==> config.mk <==
export PLATFORM = sky130hd
export DESIGN_NAME = issue_scoreboard
export DESIGN_NICKNAME = d
export VERILOG_FILES = /design/src/rtl/issue_scoreboard.sv
export SDC_FILE = /design/constraint.sdc
export NUM_CORES = 1
export LEC_CHECK = 0
export ABC_AREA = 1
export CORE_MARGIN = 1.5
export CORE_UTILIZATION = 38
export CTS_CLUSTER_DIAMETER = 50
export CTS_CLUSTER_SIZE = 8
export DETAILED_ROUTE_END_ITERATION = 10
export PLACE_DENSITY_LB_ADDON = 0.25
export SYNTH_ARGS = -nofsm -noshare
export SYNTH_HDL_FRONTEND = slang
export SYNTH_SLANG_ARGS = --single-unit
==> constraint.sdc <==
create_clock -name clk -period 4.19 [get_ports clk]
set_clock_uncertainty 0.1 [all_clocks]
set_input_delay 0.838 -clock clk [delete_from_list [all_inputs] [get_ports clk]]
set_output_delay 0.838 -clock clk [all_outputs]
set_load 0.05 [all_outputs]
==> src/rtl/issue_scoreboard.sv <==
// ---------------------------------------------------------------------------
// issue_scoreboard
//
// Register scoreboard and issue controller sitting between ID and EXE.
// Every issued instruction that writes a register bumps that register's
// pending counter; every retiring writeback drops it. The instruction in ID
// is held while any of its sources is pending, or while its destination
// counter is full, and is released to EXE only when EXE can take it.
//
// Ports
//   clk, reset         clock, synchronous active-high reset
//   flush              kills the instruction held in ID (no counter effect)
//   id_valid           ID holds a decoded instruction
//   id_r_addr1/2       source registers (0 = unused)
//   id_w_addr          destination register (0 = no write)
//   exe_allow_in       EXE can accept this cycle
//   wb_valid/wb_w_addr retiring register write
//   id_ready_go        no hazard on the held instruction
//   id_to_exe_valid    issue fires this cycle
//   pending            bit i set while register i has writes in flight
//   stall_cycles       saturating count of hazard-stall cycles
//
// Build option
//   SB_WAW_CHECK_EN    when defined, a pending write to the destination
//                      register is also a hazard (one write in flight per reg)
// ---------------------------------------------------------------------------
module issue_scoreboard #(
    parameter int CNT_W       = 2,
    parameter int STALL_CNT_W = 16
) (
    input  logic                   clk,
    input  logic                   reset,
    input  logic                   flush,
    input  logic                   id_valid,
    input  logic [4:0]             id_r_addr1,
    input  logic [4:0]             id_r_addr2,
    input  logic [4:0]             id_w_addr,
    input  logic                   exe_allow_in,
    input  logic                   wb_valid,
    input  logic [4:0]             wb_w_addr,
    output logic                   id_ready_go,
    output logic                   id_to_exe_valid,
    output logic [31:0]            pending,
    output logic [STALL_CNT_W-1:0] stall_cycles
);

    localparam logic [CNT_W-1:0]       CNT_MAX   = '1;
    localparam logic [STALL_CNT_W-1:0] STALL_MAX = '1;

    logic [CNT_W-1:0]       cnt_q [32];
    logic [CNT_W-1:0]       cnt_d [32];
    logic [STALL_CNT_W-1:0] stall_q;
    logic [STALL_CNT_W-1:0] stall_d;

    logic raw_hazard;
    logic sat_hazard;
    logic waw_hazard;
    logic hazard;
    logic issue;

    // Hazards look only at registered counters; a same-cycle writeback
    // does not release a dependent instruction.
    always_comb begin
        raw_hazard = ((id_r_addr1 != 5'd0) && (cnt_q[id_r_addr1] != '0)) ||
                     ((id_r_addr2 != 5'd0) && (cnt_q[id_r_addr2] != '0));
        sat_hazard = (id_w_addr != 5'd0) && (cnt_q[id_w_addr] == CNT_MAX);
`ifdef SB_WAW_CHECK_EN
        waw_hazard = (id_w_addr != 5'd0) && (cnt_q[id_w_addr] != '0);
`else
        waw_hazard = 1'b0;
`endif
        hazard          = raw_hazard | sat_hazard | waw_hazard;
        issue           = id_valid & ~hazard & exe_allow_in & ~flush;
        id_ready_go     = ~hazard;
        id_to_exe_valid = issue;
    end

    // Increment on issue, decrement on writeback; both together cancel.
    // A writeback to an empty counter is ignored rather than wrapping.
    always_comb begin
        logic inc;
        logic dec;
        cnt_d[0] = '0;
        pending  = '0;
        for (int i = 1; i < 32; i++) begin
            inc        = issue && (id_w_addr == 5'(i));
            dec        = wb_valid && (wb_w_addr == 5'(i)) && (cnt_q[i] != '0);
            cnt_d[i]   = cnt_q[i];
            if (inc && !dec) begin
                cnt_d[i] = cnt_q[i] + CNT_W'(1);
            end else if (dec && !inc) begin
                cnt_d[i] = cnt_q[i] - CNT_W'(1);
            end
            pending[i] = (cnt_q[i] != '0);
        end
    end

    always_comb begin
        stall_d = stall_q;
        if (id_valid && hazard && !flush && (stall_q != STALL_MAX)) begin
            stall_d = stall_q + STALL_CNT_W'(1);
        end
    end

    assign stall_cycles = stall_q;

    always_ff @(posedge clk) begin
        if (reset) begin
            for (int i = 0; i < 32; i++) begin
                cnt_q[i] <= '0;
            end
            stall_q <= '0;
        end else begin
            for (int i = 0; i < 32; i++) begin
                cnt_q[i] <= cnt_d[i];
            end
            stall_q <= stall_d;
        end
    end

`ifndef SYNTHESIS
    // Retiring a write that was never issued means the pipeline lost track
    // of an instruction somewhere upstream.
    always @(posedge clk) begin
        if (!reset && wb_valid && (wb_w_addr != 5'd0)) begin
            assert (cnt_q[wb_w_addr] != '0)
                else $error("issue_scoreboard: writeback to r%0d with no pending write", wb_w_addr);
        end
    end
`endif

endmodule

==> Word level (Yosys, flattened, before mapping) <==
Memory sizes are Yosys's and may differ from the RTL's.
Index checks and enable logic that the tools add are counted.
{ "word_totals": {"register_bits": 16, "mem_bits_rw": 64, "inputBits": 26, "wordCells": 525, "n_memories": 1} }
{ "op_classes": {"add_sub_neg": 63, "eq_ne": 64, "mux": 97, "n_bitwise": 38, "n_reduce_logical": 261} }
{ "memory_table": {"columns": ["name", "words", "width", "read_ports", "rd_clocked_by_memory_dff", "wr", "line", "text"], "rows": [
  ["cnt_q", 32, 2, 34, 0, 32, "50", "logic [CNT_W-1:0] cnt_q [32];"]
]} }
{ "ops": {"columns": ["op", "count"], "rows": [
  ["$mux 2", 94],
  ["$logic_and 1x1->1", 161],
  ["$eq 5x5->1 const B", 32],
  ["$eq 5x4->1 const B", 16],
  ["$reduce_bool 2->1", 33],
  ["$logic_not 1->1", 63],
  ["$add 2x1->2 const B", 31],
  ["$sub 2x1->2 const B", 31],
  ["$eq 5x3->1 const B", 8],
  ["$or 1x1->1", 33],
  ["$eq 5x2->1 const B", 4],
  ["$add 16x1->16 const B", 1],
  ["$ne 16x16->1 const B", 1],
  ["$reduce_bool 5->1", 3],
  ["$eq 5x1->1 const B", 2],
  ["$and 1x1->1", 3],
  ["$mux 1", 3],
  ["$eq 2x2->1 const B", 1],
  ["$not 1->1", 2],
  ["$logic_or 1x1->1", 1]
]} }

==> Longest topological paths before layout <==
An unclocked memory read counts as a cell.
{ "logic_depth": {"depth_word": 15, "ltp_mapped": 21, "mapped_depth_nobuf": 19} }

==> Worst setup path after synthesis <==
No wires, ideal clock.
{ "synth_path": {"path_kind": "input to output", "start": "in id_w_addr[0]", "end": "out id_to_exe_valid", "arrival_time_ns": 3.570, "required_ns": 3.252, "setup_slack_ns": -0.318, "stages": 14, "cell_sequence": "buf_2 > nand2_2 > buf_6 > nor2_1 > a21oi_1 > nand2_1 > nand2_1 > nand2_1 > o21ai_0 > nand2_1 > nand2_1 > nand2_4 > buf_4 > nor4_1"} }
{ "synth_between": {"elab_chain_len": 8, "elab_cells_between_ends": 9, "cone_classes": "eq/ne (1); bitwise (5); reduce/logical (2); memory (1)"} }
{ "synth_lines": {"columns": ["item", "line", "text"], "rows": [
  ["start: declaration", "37", "input logic [4:0] id_w_addr,"],
  ["$mem_v2 32x2", null, null],
  ["$eq 2x2->1", "66", "sat_hazard = (id_w_addr != 5'd0) && (cnt_q[id_w_addr] == CNT_MAX);"],
  ["$logic_and 1x1->1 *", "66", null],
  ["$or 1x1->1 *", "72", "hazard = raw_hazard | sat_hazard | waw_hazard;"],
  ["$not 1->1 *", "73", "issue = id_valid & ~hazard & exe_allow_in & ~flush;"],
  ["$and 1x1->1 * (3 in a row)", "73", null],
  ["end: declaration", "42", "output logic id_to_exe_valid,"]
]} }
Every way passes the cells marked *; elsewhere a longest branch is shown, timed or not.

==> Worst setup path after layout <==
{ "layout_path": {"start": "in id_w_addr[1]", "end": "out id_ready_go"} }
{ "layout_between": {"elab_chain_len": 5, "elab_cells_between_ends": 6, "cone_classes": "eq/ne (1); bitwise (2); reduce/logical (2); memory (1)"} }
{ "layout_lines": {"columns": ["item", "line", "text"], "rows": [
  ["$mem_v2 32x2", null, null],
  ["$eq 2x2->1", "66", null],
  ["$logic_and 1x1->1 *", "66", null],
  ["$or 1x1->1 *", "72", null],
  ["$not 1->1 *", "74", "id_ready_go = ~hazard;"],
  ["end: declaration", "41", "output logic id_ready_go,"]
]} }
Marked as above.

==> run metrics <==
nature of the critical path endpoint=output pin; Worst EP arrival=3.00 ns; Vias=6406; Max Cap Viol=0; Layout Nets=1075; dpl ws=-0.0305 ns; GRT overflow=0; Crit path largest cell delay=0.56 ns; CTS tree=built; clk buf depth=2; Starting Density=0.393; Port Buffers=74; RePlAce Congestion=0.998; Top Family by Delay on Critical Path=simple AND/OR/NAND/NOR gates; routing usage on met1=0.324; Fillers=1525; Finish-stage setup viols=0; pin count of the biggest net entering global routing=64; first-pass GRT wire length=30600 µm; final wirelength=19100 µm; Yosys top cell area share=0.271; clk slew on worst S/H paths=0.07 ns; residual DRC count=1; Seq/Total Area, Yosys=0.271; CP startpoint kind=input pin; unrepaired setup endpoints after global routing=false; r2r worst-path depth=18; total CTS buffers=9; initial antenna violation count=0; largest area contributor in the synthesized netlist=dfxtp_1; failing checks=DRC; root buffer cell=clkbuf_16; # IOs=76; Synthesis Warnings=0; Avg Cell Area, Syn=6.20 µm²; Max transition margin=0.501; Worst Path Required=3.25 ns; CTS Sinks=78; Storage cell area=0.00156 mm²; synth cell count leaders=nand2_1, a21oi_1, inv_1; ys async rst share=0; post-synthesis instance area=0.00576 mm²; synth unique cells=30; Least-Margin Pin Slew=0.746 ns; Syn Nets=986; top_reg_cell synth=dfxtp_1; GR Layer Usage met2=0.396; area occupied by multi-input gates=0.00361 mm²; clk_lat worst skew=0.35 ns; vias per inst=5.31; most common cell in the netlist=nand2_1; Slew Viols, Final=0; EDFF count, synth=0; Synth Register Bits=78; core area=0.0146 mm²; vias in the first global route=5970; CP Cell Sequence=clkdlybuf4s50_1 > inv_2 > nor2_4 > nand2_1 > nand4_1 > nand2_1 > nand2_1 > o21ai_1 > nand2_1 > nand2_1 > nand2_4 > inv_4 > buf_4 > buf_12; # diodes=0; status=finished, violations left; FP Rows=44; critical path's most frequent cell=nand2_1; Hold Vio Cnt, Final=0; Max VDD drop=0.000213 V; f_max=254 MHz; Die Y=126 µm; Gate Count Post-Synth=928; pwr dens=260 mW/mm²; Tmin final=3.94 ns; Routed Antenna Nets=0; placed cells=1190; r2r setup slk=1.18 ns; Setup CP Type=in -> out; Final Cycle Share=0.941; WL per Instance=15.9 µm; Area Overhead vs Synth=25.1%; buffers plus inverters on the worst setup path=5; largest fanout on the critical path=18; Total GRT Usage=0.245; Worst Slack Setup Final=0.247 ns; slowest CP cell=clkdlybuf4s50_1; Synth area leaders=dfxtp_1, nand2_1, a21oi_1, o21ai_0, inv_1; critical path depth=14; Final Instance Count excl. Fillers=1206; DP HPWL=14800 µm; Die Wd=126 µm; Min Hold Slack=0.386 ns; starting DRC count in detailed routing=551; final design utilization=0.492; leakage=0.00295 µW; die footprint=0.0159 mm²; TNS Setup=0 ns; H-Tree Depth=3; M3 GR Usage=0.0433; most used routing layer=met2; worst min path class=reg -> reg; First-pass DRT Iterations=11; layout cell share with drive strength beyond 1=0.0714; Min-Delay Path Depth=2
[timing repair]
item / 4_1_cts / 5_1_grt
buffers inserted: 0 / 0
hold buffers: 0 / 0
resized for setup: 0 / 3
setup endpoints to repair: 0 / 12
[layout make-up]
type / instances / share of cell area
Clock inverter: 7 / 0.0134
Inverter: 122 / 0.0639
Tap cell: 184 / 0.0320
Sequential cell: 78 / 0.217
Timing Repair Buffer: 103 / 0.141
Multi-Input combinational cell: 703 / 0.501
Clock buffer: 9 / 0.0313
[final timing paths]
check	startpoint	end
max reg2reg	cnt_q[1][0]	cnt_q[1][1]
max	id_w_addr[1]	id_ready_go
min reg2reg	stall_cycles[15]	stall_cycles[15]
min	stall_cycles[15]	stall_cycles[15]
[report_power, final]
part / leakage, µW / switching (µW) / total, µW / internal [µW]
registers: 0.000628 / 1.87 / 746 / 744
clock network: 0.000160 / 340 / 864 / 524
logic: 0.00216 / 173 / 260 / 87.4
[cells in the final DEF (no fill, tap or decap)]
cell and n:
clkdlybuf4s50_1 72, inv_1 118, clkinv_2 2, nand3_4 3
conb_1 1, inv_2 2, nand2_4 1, nand4_1 22
inv_6 1, nor4_1 1, nand2_1 190, inv_4 1
bufinv_16 2, xnor2_1 6, o211ai_1 1, nor3_2 12
o21ai_1 2, nor2_4 1, buf_12 5, o21ai_0 104
ha_1 32, clkbuf_16 9, xor2_1 7, buf_4 26
nor3_1 15, nand3_1 75, nor4_4 1, dfxtp_1 78
nor2_1 97, clkinv_4 2, clkinv_1 1, a21oi_1 127
nand2_2 2, nor2_2 3
[cells by family after synthesis]
logic type	Yosys count	synth area share
compound gates	234	0.204
xor+xnor	13	0.0198
fa+ha+maj	32	0.0695
buf+inv	147	0.105
flops	78	0.271
other cells	1	0.000651
simple gates	423	0.330
[routing by layer]
metal  share of wire  vias up
li1                -     3274
met5               0        -
met1            0.46     2850
met4           0.030        0
met3           0.068       41
met2            0.44      241
[metrics by stage]
stage               instance area (µm²)  power (µW)
floorplan                          5760         905
global placement                   6870        1020
detailed placement                 6870        1010
CTS                                7190        1890
global route                       7200        1940
finish                             7200        1870
[worst reg2reg max path, stage by stage (launching register included)]
cell and delay (ns):
dfxtp_1 0.33, nor2_1 0.31, nand2_1 0.10, nand3_1 0.10, nand2_1 0.06, nand2_1 0.06, nand3_1 0.09, nand3_1 0.09
nand2_1 0.06, nor2_2 0.20, nand2_4 0.11, inv_4 0.10, nand3_4 0.21, nor3_1 0.27, ha_1 0.29, a21oi_1 0.12
o21ai_0 0.11, o21ai_0 0.15, a21oi_1 0.05
[registers in the layout (all words and copies together) (netlist names)]
name,count
cnt_q,62
stall_cycles,16
No activity file was read; power rests on OpenSTA's default activity.
